--- src/rtl/ahb_output_stage_rr_pkg.sv ---
// rtl/ahb_output_stage_rr_pkg.sv - shared AHB encodings for the DMA bus matrix
// Contents: HTRANS encodings, HBURST constants, and a clog2 helper for tools
// that lack $clog2.
package ahb_bm_pkg;

    typedef enum logic [1:0] {
        TRANS_IDLE   = 2'b00,
        TRANS_BUSY   = 2'b01,
        TRANS_NONSEQ = 2'b10,
        TRANS_SEQ    = 2'b11
    } htrans_t;

    localparam logic [2:0] HBURST_SINGLE = 3'b000;
    localparam logic [2:0] HBURST_INCR   = 3'b001;
    localparam logic [2:0] HBURST_WRAP4  = 3'b010;
    localparam logic [2:0] HBURST_INCR4  = 3'b011;
    localparam logic [2:0] HBURST_WRAP8  = 3'b100;
    localparam logic [2:0] HBURST_INCR8  = 3'b101;
    localparam logic [2:0] HBURST_WRAP16 = 3'b110;
    localparam logic [2:0] HBURST_INCR16 = 3'b111;

    function automatic int clog2(input int value);
        int result;
        result = 0;
        while ((1 << result) < value) begin
            result = result + 1;
        end
        return result;
    endfunction

endpackage

--- src/rtl/ahb_output_stage_rr_if.sv ---
// rtl/ahb_output_stage_rr_if.sv - bus bundle between input stages and one slave port
// Per-port vectors pack port i at [i*W +: W].
// modport master : output-stage view (consumes per-port requests, drives slave side)
// modport slave  : environment view (drives per-port requests and HREADYOUTM)
interface ahb_output_stage_rr_if #(
    parameter int NUM_PORTS = 3,
    parameter int ADDR_W    = 32,
    parameter int DATA_W    = 32
);
    logic [NUM_PORTS-1:0]        sel_op;
    logic [NUM_PORTS-1:0]        held_tran_op;
    logic [NUM_PORTS*ADDR_W-1:0] addr_op;
    logic [NUM_PORTS*2-1:0]      trans_op;
    logic [NUM_PORTS-1:0]        write_op;
    logic [NUM_PORTS*3-1:0]      size_op;
    logic [NUM_PORTS*3-1:0]      burst_op;
    logic [NUM_PORTS*4-1:0]      prot_op;
    logic [NUM_PORTS*4-1:0]      master_op;
    logic [NUM_PORTS-1:0]        mastlock_op;
    logic [NUM_PORTS*DATA_W-1:0] wdata_op;
    logic                        HREADYOUTM;

    logic [NUM_PORTS-1:0]        active_op;
    logic                        HSELM;
    logic [ADDR_W-1:0]           HADDRM;
    logic [1:0]                  HTRANSM;
    logic                        HWRITEM;
    logic [2:0]                  HSIZEM;
    logic [2:0]                  HBURSTM;
    logic [3:0]                  HPROTM;
    logic [3:0]                  HMASTERM;
    logic                        HMASTLOCKM;
    logic                        HREADYMUXM;
    logic [DATA_W-1:0]           HWDATAM;

    modport master (
        input  sel_op, held_tran_op, addr_op, trans_op, write_op, size_op,
               burst_op, prot_op, master_op, mastlock_op, wdata_op, HREADYOUTM,
        output active_op, HSELM, HADDRM, HTRANSM, HWRITEM, HSIZEM, HBURSTM,
               HPROTM, HMASTERM, HMASTLOCKM, HREADYMUXM, HWDATAM
    );

    modport slave (
        output sel_op, held_tran_op, addr_op, trans_op, write_op, size_op,
               burst_op, prot_op, master_op, mastlock_op, wdata_op, HREADYOUTM,
        input  active_op, HSELM, HADDRM, HTRANSM, HWRITEM, HSIZEM, HBURSTM,
               HPROTM, HMASTERM, HMASTLOCKM, HREADYMUXM, HWDATAM
    );

endinterface

--- src/rtl/ahb_output_stage_rr_arbiter.sv ---
// rtl/ahb_output_stage_rr_arbiter.sv - burst/lock-aware round-robin arbiter
// Ports:
//   HCLK, HRESETn  clock, asynchronous active-low reset
//   i_req          per-port request (HSEL & held transfer)
//   i_hreadym      slave-side HREADY; state only moves when high
//   i_htrans       HTRANS of the currently granted port (IDLE when none)
//   i_hlock_arb    granted port is inside a locked sequence
//   o_addr_port    port owning the address phase
//   o_no_port      no port owns the address phase
module ahb_rr_arbiter
    import ahb_bm_pkg::*;
#(
    parameter int NUM_PORTS = 3,
    parameter int PORT_W    = 2
) (
    input  logic                 HCLK,
    input  logic                 HRESETn,
    input  logic [NUM_PORTS-1:0] i_req,
    input  logic                 i_hreadym,
    input  logic [1:0]           i_htrans,
    input  logic                 i_hlock_arb,
    output logic [PORT_W-1:0]    o_addr_port,
    output logic                 o_no_port
);
    logic [PORT_W-1:0] r_addr_port;
    logic [PORT_W-1:0] r_last_port;
    logic              r_no_port;

    logic              w_hold;
    logic              w_found;
    logic [PORT_W-1:0] w_next;

    // A burst in flight (BUSY/SEQ) or a locked sequence pins the grant.
    assign w_hold = !r_no_port &&
                    ((i_htrans == TRANS_BUSY) || (i_htrans == TRANS_SEQ) || i_hlock_arb);

    // Scan from the port after the last winner, wrapping, ending on the last winner.
    always_comb begin
        int idx;
        idx     = 0;
        w_found = 1'b0;
        w_next  = r_last_port;
        for (int k = 1; k <= NUM_PORTS; k++) begin
            idx = (int'(r_last_port) + k) % NUM_PORTS;
            if (!w_found && i_req[idx]) begin
                w_found = 1'b1;
                w_next  = PORT_W'(idx);
            end
        end
    end

    always_ff @(posedge HCLK or negedge HRESETn) begin
        if (!HRESETn) begin
            r_no_port   <= 1'b1;
            r_addr_port <= '0;
            r_last_port <= PORT_W'(NUM_PORTS - 1);
        end else if (i_hreadym && !w_hold) begin
            if (w_found) begin
                r_no_port   <= 1'b0;
                r_addr_port <= w_next;
                r_last_port <= w_next;
            end else begin
                r_no_port   <= 1'b1;
            end
        end
    end

    assign o_addr_port = r_addr_port;
    assign o_no_port   = r_no_port;

endmodule

--- src/rtl/ahb_output_stage_rr.sv ---
// rtl/ahb_output_stage_rr.sv - round-robin bus-matrix output stage for one slave port
// Ports:
//   HCLK, HRESETn  clock, asynchronous active-low reset
//   bus            ahb_output_stage_rr_if.master: per-port requests in,
//                  shared slave address/control/write data and HREADYMUXM out
module ahb_output_stage_rr
    import ahb_bm_pkg::*;
#(
    parameter int NUM_PORTS = 3,
    parameter int ADDR_W    = 32,
    parameter int DATA_W    = 32
) (
    input  logic                 HCLK,
    input  logic                 HRESETn,
    ahb_output_stage_rr_if.master bus
);
    localparam int PORT_W = $clog2(NUM_PORTS);

    logic [NUM_PORTS-1:0] w_req;
    logic [PORT_W-1:0]    w_addr_port;
    logic                 w_no_port;

    logic [NUM_PORTS-1:0] w_active;
    logic                 w_hsel;
    logic [ADDR_W-1:0]    w_haddr;
    logic [1:0]           w_htrans;
    logic                 w_hwrite;
    logic [2:0]           w_hsize;
    logic [2:0]           w_hburst;
    logic [3:0]           w_hprot;
    logic [3:0]           w_hmaster;
    logic                 w_hmastlock;

    logic                 w_hreadymux;
    logic                 w_hlock_arb;
    logic                 w_lockable;

    logic [PORT_W-1:0]    r_data_port;
    logic                 r_slave_sel;
    logic                 r_hsel_lock;

    assign w_req = bus.sel_op & bus.held_tran_op;

    ahb_rr_arbiter #(
        .NUM_PORTS (NUM_PORTS),
        .PORT_W    (PORT_W)
    ) u_arbiter (
        .HCLK        (HCLK),
        .HRESETn     (HRESETn),
        .i_req       (w_req),
        .i_hreadym   (w_hreadymux),
        .i_htrans    (w_htrans),
        .i_hlock_arb (w_hlock_arb),
        .o_addr_port (w_addr_port),
        .o_no_port   (w_no_port)
    );

    // Address/control mux: everything is zero while nobody owns the address phase.
    always_comb begin
        w_active    = '0;
        w_hsel      = 1'b0;
        w_haddr     = '0;
        w_htrans    = TRANS_IDLE;
        w_hwrite    = 1'b0;
        w_hsize     = 3'b000;
        w_hburst    = 3'b000;
        w_hprot     = 4'b0000;
        w_hmaster   = 4'b0000;
        w_hmastlock = 1'b0;
        if (!w_no_port) begin
            w_active    = NUM_PORTS'(1) << w_addr_port;
            w_hsel      = bus.sel_op[w_addr_port];
            w_haddr     = bus.addr_op[int'(w_addr_port)*ADDR_W +: ADDR_W];
            w_htrans    = bus.trans_op[int'(w_addr_port)*2 +: 2];
            w_hwrite    = bus.write_op[w_addr_port];
            w_hsize     = bus.size_op[int'(w_addr_port)*3 +: 3];
            w_hburst    = bus.burst_op[int'(w_addr_port)*3 +: 3];
            w_hprot     = bus.prot_op[int'(w_addr_port)*4 +: 4];
            w_hmaster   = bus.master_op[int'(w_addr_port)*4 +: 4];
            w_hmastlock = bus.mastlock_op[w_addr_port];
        end
    end

    // Once a locked transfer has been seen, hsel_lock keeps the grant across
    // cycles where the locked master drops HSEL, until it drops mastlock.
    assign w_lockable  = (w_htrans == TRANS_NONSEQ) || (w_htrans == TRANS_SEQ);
    assign w_hlock_arb = w_hmastlock & (r_hsel_lock | w_hsel);

    // Only a slave selected in the previous address phase may stall the bus.
    assign w_hreadymux = r_slave_sel ? bus.HREADYOUTM : 1'b1;

    always_ff @(posedge HCLK or negedge HRESETn) begin
        if (!HRESETn) begin
            r_data_port <= '0;
            r_slave_sel <= 1'b0;
            r_hsel_lock <= 1'b0;
        end else if (w_hreadymux) begin
            r_data_port <= w_addr_port;
            r_slave_sel <= w_hsel;
            if (w_hsel && w_hmastlock && w_lockable) begin
                r_hsel_lock <= 1'b1;
            end else if (!w_hmastlock) begin
                r_hsel_lock <= 1'b0;
            end
        end
    end

    assign bus.active_op  = w_active;
    assign bus.HSELM      = w_hsel;
    assign bus.HADDRM     = w_haddr;
    assign bus.HTRANSM    = w_htrans;
    assign bus.HWRITEM    = w_hwrite;
    assign bus.HSIZEM     = w_hsize;
    assign bus.HBURSTM    = w_hburst;
    assign bus.HPROTM     = w_hprot;
    assign bus.HMASTERM   = w_hmaster;
    assign bus.HMASTLOCKM = w_hmastlock;
    assign bus.HREADYMUXM = w_hreadymux;
    assign bus.HWDATAM    = bus.wdata_op[int'(r_data_port)*DATA_W +: DATA_W];

endmodule

--- src/flat_wrapper.sv ---
// flat-port wrapper written by rule: the top's interface ports become plain ports
module ahb_output_stage_rr_flat import ahb_bm_pkg::*;
#(
    parameter int NUM_PORTS = 3,
    parameter int ADDR_W    = 32,
    parameter int DATA_W    = 32
)
  (HCLK, HRESETn, bus_sel_op, bus_held_tran_op, bus_addr_op, bus_trans_op, bus_write_op, bus_size_op, bus_burst_op, bus_prot_op, bus_master_op, bus_mastlock_op, bus_wdata_op, bus_HREADYOUTM, bus_active_op, bus_HSELM, bus_HADDRM, bus_HTRANSM, bus_HWRITEM, bus_HSIZEM, bus_HBURSTM, bus_HPROTM, bus_HMASTERM, bus_HMASTLOCKM, bus_HREADYMUXM, bus_HWDATAM);
  ahb_output_stage_rr_if #(.NUM_PORTS(NUM_PORTS), .ADDR_W(ADDR_W), .DATA_W(DATA_W)) bus_i ();
  input  logic HCLK;
  input  logic HRESETn;
  input wire logic [$bits(bus_i.sel_op)-1:0] bus_sel_op;
  input wire logic [$bits(bus_i.held_tran_op)-1:0] bus_held_tran_op;
  input wire logic [$bits(bus_i.addr_op)-1:0] bus_addr_op;
  input wire logic [$bits(bus_i.trans_op)-1:0] bus_trans_op;
  input wire logic [$bits(bus_i.write_op)-1:0] bus_write_op;
  input wire logic [$bits(bus_i.size_op)-1:0] bus_size_op;
  input wire logic [$bits(bus_i.burst_op)-1:0] bus_burst_op;
  input wire logic [$bits(bus_i.prot_op)-1:0] bus_prot_op;
  input wire logic [$bits(bus_i.master_op)-1:0] bus_master_op;
  input wire logic [$bits(bus_i.mastlock_op)-1:0] bus_mastlock_op;
  input wire logic [$bits(bus_i.wdata_op)-1:0] bus_wdata_op;
  input wire logic [$bits(bus_i.HREADYOUTM)-1:0] bus_HREADYOUTM;
  output wire logic [$bits(bus_i.active_op)-1:0] bus_active_op;
  output wire logic [$bits(bus_i.HSELM)-1:0] bus_HSELM;
  output wire logic [$bits(bus_i.HADDRM)-1:0] bus_HADDRM;
  output wire logic [$bits(bus_i.HTRANSM)-1:0] bus_HTRANSM;
  output wire logic [$bits(bus_i.HWRITEM)-1:0] bus_HWRITEM;
  output wire logic [$bits(bus_i.HSIZEM)-1:0] bus_HSIZEM;
  output wire logic [$bits(bus_i.HBURSTM)-1:0] bus_HBURSTM;
  output wire logic [$bits(bus_i.HPROTM)-1:0] bus_HPROTM;
  output wire logic [$bits(bus_i.HMASTERM)-1:0] bus_HMASTERM;
  output wire logic [$bits(bus_i.HMASTLOCKM)-1:0] bus_HMASTLOCKM;
  output wire logic [$bits(bus_i.HREADYMUXM)-1:0] bus_HREADYMUXM;
  output wire logic [$bits(bus_i.HWDATAM)-1:0] bus_HWDATAM;
  assign bus_i.sel_op = bus_sel_op;
  assign bus_i.held_tran_op = bus_held_tran_op;
  assign bus_i.addr_op = bus_addr_op;
  assign bus_i.trans_op = bus_trans_op;
  assign bus_i.write_op = bus_write_op;
  assign bus_i.size_op = bus_size_op;
  assign bus_i.burst_op = bus_burst_op;
  assign bus_i.prot_op = bus_prot_op;
  assign bus_i.master_op = bus_master_op;
  assign bus_i.mastlock_op = bus_mastlock_op;
  assign bus_i.wdata_op = bus_wdata_op;
  assign bus_i.HREADYOUTM = bus_HREADYOUTM;
  assign bus_active_op = bus_i.active_op;
  assign bus_HSELM = bus_i.HSELM;
  assign bus_HADDRM = bus_i.HADDRM;
  assign bus_HTRANSM = bus_i.HTRANSM;
  assign bus_HWRITEM = bus_i.HWRITEM;
  assign bus_HSIZEM = bus_i.HSIZEM;
  assign bus_HBURSTM = bus_i.HBURSTM;
  assign bus_HPROTM = bus_i.HPROTM;
  assign bus_HMASTERM = bus_i.HMASTERM;
  assign bus_HMASTLOCKM = bus_i.HMASTLOCKM;
  assign bus_HREADYMUXM = bus_i.HREADYMUXM;
  assign bus_HWDATAM = bus_i.HWDATAM;
  ahb_output_stage_rr #(.NUM_PORTS(NUM_PORTS), .ADDR_W(ADDR_W), .DATA_W(DATA_W)) u_core (.HCLK(HCLK), .HRESETn(HRESETn), .bus(bus_i));
endmodule
--- config.mk ---
export PLATFORM = sky130hd
export DESIGN_NAME = ahb_output_stage_rr_flat
export DESIGN_NICKNAME = d
export VERILOG_FILES = /design/src/rtl/ahb_output_stage_rr_pkg.sv /design/src/rtl/ahb_output_stage_rr_if.sv /design/src/rtl/ahb_output_stage_rr_arbiter.sv /design/src/rtl/ahb_output_stage_rr.sv /design/src/flat_wrapper.sv
export SDC_FILE = /design/constraint.sdc
export NUM_CORES = 1
export LEC_CHECK = 0
export ABC_AREA = 1
export CORE_AREA = 2 2 133 135
export DETAILED_ROUTE_END_ITERATION = 10
export DIE_AREA = 0 0 135 137
export DONT_BUFFER_PORTS = 1
export PLACE_DENSITY = 0.34
export SETUP_SLACK_MARGIN = 0.4
export SLEW_MARGIN = 20
export SYNTH_ARGS = -nofsm -noshare
export SYNTH_HDL_FRONTEND = slang
export SYNTH_SLANG_ARGS = --single-unit
--- constraint.sdc ---
create_clock -name HCLK -period 1.9 [get_ports HCLK]
set_clock_uncertainty 0.1 [all_clocks]
set_input_delay 0.285 -clock HCLK [delete_from_list [all_inputs] [get_ports HCLK]]
set_output_delay 0.285 -clock HCLK [all_outputs]
set_load 0.005 [all_outputs]
==> flow_summary_export.csv, run 1 <==
group,metric,value,unit
run_status,status,"finished with violations",
run_status,violations_in_the_final_reports,"negative setup slack",
routing,number_of_design_rule_violations_left_by_the_first_detailed_router_iteration,177,
pwr,swShare,50.7,%
critical_path,endpoint_kind_of_the_worst_setup_timing_path,"output port",
logic_synthesis,synth-edff-count,0,
timing,max_slew_margin,68.7,%
critical_path,worst_setup_path_start_kind,"flip-flop",
routing,drt_wl_total,17100,microns
timing,final_min_period_over_clock_period,101,%
cts,clkSinkCount,8,
logic_synthesis,synthesis.nets,742,
logic_synthesis,syn-mean-instance-area,5.04,sq um
critical_path,crit_path_max_fanout,6,
placement,portBuffers,0,
floorplan,initial_util,14.3,%
grt,grtUsageTotal,15.0,%
routing,dr_total_vias,3922,
timing,fmax,524,MHz
critical_path,setup.worst_path.class,"reg2out",
worst_hold_path,holdCritPathClass,"in2reg",
cells_and_area,layout-drive-gt1-share,57.2,%
cells_and_area,final_cell_mix,"nand2_1, nor2_4, nand3_2, buf_4, o31ai_4",
cells_and_area,final_cells,777,
routing,drt-vias-per-instance,5.05,
grt,global_route_wire_length_before_repair,20900,microns
logic_synthesis,synthesis.yosys.warnings,0,
grt,vias_in_the_first_global_route,3823,
critical_path,critical_path_arrival,1520,ps
timing,worst_pin_slew,468,ps
floorplan,die_area,18500,sq um
pwr,static-leakage-power,2.23,nW
routing,antenna_left,0,
placement,place_hpwl,11000,microns
timing,worst_setup_slack_after_layout,-9.69,ps
pwr,share_comb_of_total_power,92.2,%
logic_synthesis,synth.distinct_cells,25,
grt,grt_overflow_total,0,
timing,timing.final.crit_period,1910,ps
flow_run,timing.max_cap.violations,0,
pwr,power.internal,4.81,mW
logic_synthesis,post_syn_area,2430,sq um
cts,clk_pin_slew_worst_paths,40,ps
cells_and_area,nNetsFinal,811,
grt,antenna_found_initial,1,
logic_synthesis,post_synthesis_cells,483,
timing,timing_hold_violations_final,0,
timing,setup_viol,2,
placement,routabilityCongestion,0.842,
timing,holdWs,165,ps
floorplan,fp-row-count,48,
placement,place_worst_setup_slack,74.0,ps
cts,cts-htree-levels,1,
floorplan,die_height,137,microns
floorplan,core_area,17100,sq um
timing,grt_setup_unrepaired,"true",
pwr,switching_power_total,4.95,mW
critical_path,critical_path_required,1510,ps
cells_and_area,area_growth_syn_to_layout,121,%
placement,placed_cells_incl_taps,699,
floorplan,number_of_top_level_pins,342,
cts,tritoncts,"built",
logic_synthesis,synth.ff_latch_count,8,
routing,drt_pre_antenna_iters,5,
cells_and_area,layout.cells.most_common,"nand2_1",
pwr,sequentialPowerShare,3.9,%
logic_synthesis,synth-async-reset-ratio,100,%
cts,cts_max_path_buffers,2,
floorplan,floorplan.die.width,135,microns
routing,remaining_drc_errors,0,
timing,drv_slew,0,
pwr,power.total,9.75,mW
cts,clk_latency,240,ps
pwr,power_density,1810,nW/um^2
routing,post_drt_wl_per_cell,22.0,microns
pwr,vdd_ir_drop_max,0.778,mV
pwr,power.share.clock,3.9,%
logic_synthesis,synthFlopType,"dfrtp_1",
cts,clock-root-buffer,"clkbuf_16",
grt,grt_max_degree,40,
cts,cts_buffers,3,
timing,setup_tns,-15.2,ps
logic_synthesis,seq_area_frac_synth,8.33,%
## Yosys cell counts, types with 3 or more instances
master    instances  area (sq um)
dfrtp_1           6           150
inv_1            30           113
nor2_4            4          45.0
nand3_1          83           415
o31ai_1          32           240
clkbuf_1         16          60.1
nand2_1         172           646
o21ai_0           6          30.0
nand4_1           3          18.8
buf_2            15          75.1
nor2_1           69           259
inv_2             7          26.3
a22oi_1          16           120
ha_1              4          50.1
a31oi_1           5          31.3
a21oi_1           3          15.0
## per-stage QoR
step / area [sq um] / utilization (%)
floorplan: 2520 / -
global placement: 2850 / 16.7
detailed placement: 2850 / 16.7
CTS: 4590 / 26.9
global route: 5370 / 31.5
finish: 5370 / 31.5
## cells by family (layout without fill, tap and decap cells)
group                    Yosys count  after routing  share of synthesized area (%)
flip-flops                         8              8                           8.33
buffers and inverters             73            141                           12.8
AO/OA/AOI/OAI                     62             62                           18.0
other                              0              1                              0
adder cells (fa/ha/maj)            4              4                           2.06
AND/OR/NAND/NOR                  336            336                           58.8
## power by group through the flow
stage                     Clock (mW)  Combinational [mW]  Sequential (mW)
after floorplan                    0                3.19            0.301
after global placement             0                4.10            0.419
after detailed placement           0                4.14            0.422
after CTS                      0.379                7.33            0.371
after global routing           0.396                9.49            0.390
final                          0.378                8.99            0.379
## layout make-up
cell class / instances / area [sq um]
Fill cell: 1687 / 11700
Multi-Input combinational cell: 402 / 3290
Timing Repair Buffer: 97 / 1310
Tap cell: 225 / 282
Sequential cell: 8 / 206
Inverter: 38 / 173
Clock buffer: 4 / 78.8
Timing Repair inverter: 2 / 32.5
Antenna cell: 1 / 2.50
## state kept, by name (all words and copies together), names as in the netlist
register / cells
u_core.r_hsel_lock: 1
u_core.u_arbiter.r_last_port: 1
u_core.r_data_port: 2
u_core.u_arbiter.o_no_port: 1
u_core.u_arbiter.o_addr_port: 2
u_core.r_slave_sel: 1
## worst max-delay path: stages, from the launching register on
cell,delay (ps)
dfrtp_1,420
buf_6,160
nor2_4,50
buf_12,130
clkbuf_16,160
a22oi_1,180
nand2_1,70
nand2_1,60
inv_1,50
## metal layers
layer,wire (microns),GRT usage (%),vias up
li1,-,-,1740
met1,5800,14.5,1840
met2,9090,29.4,288
met3,1330,2.96,54
met4,885,8.68,0
met5,0,0,-
## final timing paths
| kind | startpoint | endpoint | slack [ps] | depth (start not counted) |
|---|---|---|---|---|
| max | u_core.u_arbiter.o_addr_port[0] | bus_HADDRM[4] | -10 | 8 |
| min | bus_HREADYOUTM | u_core.r_data_port[0] | 170 | 3 |
| max reg2reg | u_core.u_arbiter.o_addr_port[0] | u_core.u_arbiter.o_no_port | 20 | 12 |
| min reg2reg | u_core.r_hsel_lock | u_core.r_hsel_lock | 450 | 2 |
| max in group asynchronous | HRESETn | u_core.r_data_port[1] | 1010 | 1 |
| min in group asynchronous | HRESETn | u_core.r_slave_sel | 340 | 1 |
## timing repair
| action | CTS | global route |
|---|---|---|
| cloned | 8 | 6 |
| hold endpoints to repair | 8 | 0 |
| endpoints found under the setup margin | 92 | 92 |
| gates resized for setup | 255 | 117 |
| pin swaps | 51 | 50 |
| setup buffers | 48 | 10 |
| hold buffers | 1 | 0 |
(Power assumes the default switching activity.)
==> run 2: changes to the inputs <==
clock period = 2.2 ns   (was 1.9 ns; I/O delays follow)
==> run 2 against run 1 <==
Compared with the run above: the run now ends clean; count of clock-buffer cells in the layout unchanged; utilization down 4.9 points; die area unchanged; wire length down 12%; global-route usage down 1.8 points; combinational power down 29%; setup slack better by 240 ps; via count down 6.3%; flip-flop and latch count unchanged.
==> flow_summary_export.csv, run 2 (synthesis results as in run 1) <==
group,metric,value,unit
critical_path,worst_setup_path_end,"bus_HADDRM[17]",
critical_path,cpMaxStageDelayCell,"dfrtp_2",
cts,clkSinkCount,8,
cts,tritoncts,"built",
timing,max_slew_margin,69.7,%
timing,worst_pin_slew,452,ps
cts,clock-root-buffer,"clkbuf_16",
cells_and_area,layout-drive-gt1-share,47.5,%
cells_and_area,layout.cells.most_common,"nand2_1",
critical_path,worstReg2RegEnd,"u_core.u_arbiter.o_no_port",
timing,setup_tns,0,ps
grt,grtUsageTotal,13.2,%
routing,drt-vias-per-instance,4.81,
critical_path,crit_path_max_incr_delay,440,ps
cells_and_area,multi_input_comb_area,2720,sq um
cts,clk_pin_slew_worst_paths,40,ps
floorplan,die_area,18500,sq um
critical_path,critical_path_buf_inv_count,4,
placement,routabilityCongestion,0.753,
critical_path,worst_path_dominant_cell_family,"buffers and inverters",
critical_path,reg2reg_setup_slack,370,ps
critical_path,critical_path_required,1770,ps
run_status,status,"complete, no violations",
cells_and_area,final_cell_mix,"nand2_1, nor2_1, nand3_1, buf_4, nand3_2",
routing,post_drt_wl_per_cell,19.7,microns
timing,drv_slew,0,
cts,clk_latency,230,ps
routing,drt_pre_antenna_iters,4,
cts,cts_buffers,3,
timing,setup_viol,0,
flow_run,timing.max_cap.violations,0,
routing,number_of_design_rule_violations_left_by_the_first_detailed_router_iteration,193,
grt,antenna_found_initial,0,
pwr,vdd_ir_drop_max,0.746,mV
cts,cts_max_path_buffers,2,
grt,vias_in_the_first_global_route,3285,
cells_and_area,antennaDiodeCount,0,
floorplan,die_height,137,microns
floorplan,number_of_top_level_pins,342,
cells_and_area,area_growth_syn_to_layout,86.8,%
floorplan,initial_util,14.3,%
placement,place_hpwl,10700,microns
floorplan,fp-row-count,48,
placement,place_area,2750,sq um
grt,global_route_wire_length_before_repair,18200,microns
grt,grt_overflow_total,0,
timing,fmax,508,MHz
timing,timing_hold_violations_final,0,
routing,drt_wl_total,15000,microns
cts,cts-htree-levels,1,
critical_path,crit_path_max_fanout,5,
placement,portBuffers,0,
critical_path,reg_to_reg_critical_path_startpoint,"u_core.u_arbiter.o_addr_port[0]",
cells_and_area,fillerInstances,1823,
timing,grt_setup_unrepaired,"true",
timing,timing.final.crit_period,1970,ps
critical_path,worstPathCellList,"buf_6 -> nor2_4 -> buf_6 -> clkbuf_16 -> a22oi_1 -> nand2_1 -> nand2_1 -> inv_1",
cells_and_area,nNetsFinal,799,
cells_and_area,fin_area,4540,sq um
cells_and_area,sequential_cell_area,210,sq um
routing,remaining_drc_errors,0,
critical_path,setup.worst_path.class,"reg2out",
critical_path,critical_path_arrival,1540,ps
grt,grt_max_degree,24,
pwr,power_density,1560,nW/um^2
critical_path,worst_setup_path_start_kind,"flip-flop",
routing,dr_total_vias,3675,
pwr,static-leakage-power,2.04,nW
critical_path,timing.critical_path.from,"u_core.u_arbiter.o_addr_port[1]",
timing,final_min_period_over_clock_period,89.4,%
critical_path,endpoint_kind_of_the_worst_setup_timing_path,"output port",
worst_hold_path,holdCritPathClass,"in2reg",
routing,antenna_left,0,
critical_path,cp.depth,8,
floorplan,floorplan.die.width,135,microns
critical_path,worst_r2r_path_depth,12,
floorplan,core_area,17100,sq um
-- run 2: changes by cell type in the layout (fill, tap and decap cells not counted), sizes merged --
cell	before	now
inv	37	36
diode	1	0
buf	91	78
clkinv	3	4
clkbuf	9	8
clkinvlp	0	2
-- run 2: worst register-to-register path, stage by stage, from the launching register on --
cell and delay, ps:
dfrtp_2 390, buf_6 120, inv_8 40, ha_4 310
inv_4 50, nand3_2 70, nand3_2 80, nand2_4 110
nand2_4 60, nor2_4 90, nor2_4 50, buf_4 130
a21oi_1 140
-- run 2: how the worst min path moves through the flow --
| stage | cells past startpoint | slack [ps] | end | startpoint |
|---|---|---|---|---|
| finish | 3 | 270 | u_core.r_data_port[0] | bus_HREADYOUTM |
| global route | 3 | 290 | u_core.r_data_port[0] | bus_HREADYOUTM |
| CTS | 3 | 270 | u_core.r_data_port[0] | bus_HREADYOUTM |
| detailed placement | 0 | -60 | u_core.r_slave_sel | HRESETn |
| global placement | 0 | -60 | u_core.r_slave_sel | HRESETn |
| floorplan | 0 | -70 | u_core.r_data_port[0] | HRESETn |
-- run 2: final cells by class --
type,count,area share [%]
Sequential cell,8,4.63
Inverter,38,4.16
Tap cell,225,6.19
Timing Repair inverter,4,1.07
Timing Repair Buffer,83,22.3
Clock buffer,4,1.73
Multi-Input combinational cell,402,59.9
-- run 2: timing repair --
action,4_1_cts,5_1_grt
pin swaps,23,42
buffers inserted,22,26
cloned,8,6
resized for setup,110,157
endpoints found under the setup margin,89,82
hold endpoints to repair,8,0
hold buffers,1,0
-- run 2: per-stage QoR --
stage / instances / setup slack (ps) / utilization [%] / hold WS (ps) / total power [mW]
after detailed placement: 697 / 290 / 16.1 / -64.9 / 3.85
final: 764 / 233 / 26.6 / 271 / 7.09
after global placement: 697 / 306 / 16.1 / -64.9 / 3.89
after floorplan: 483 / 446 / - / -65.6 / 2.88
after global routing: 764 / 184 / 26.6 / 285 / 7.61
after CTS: 732 / 254 / 20.9 / 273 / 5.56
-- run 2: power by group --
group | total (mW) | leakage (nW) | switching, mW | internal (mW)
Clock | 0.322 | 0.0382 | 0.0796 | 0.242
Sequential | 0.388 | 0.0933 | 0.148 | 0.240
Combinational | 6.38 | 1.91 | 3.43 | 2.95
Total | 7.09 | 2.04 | 3.66 | 3.43
-- run 2: routing by layer --
layer  global-route usage (%)  wire [microns]  vias to the layer above
li1                         -               -                     1708
met1                     14.9            5670                     1683
met2                     25.5            7800                      260
met3                     1.70            1130                       24
met4                     3.99             448                        0
met5                        0               0                        -
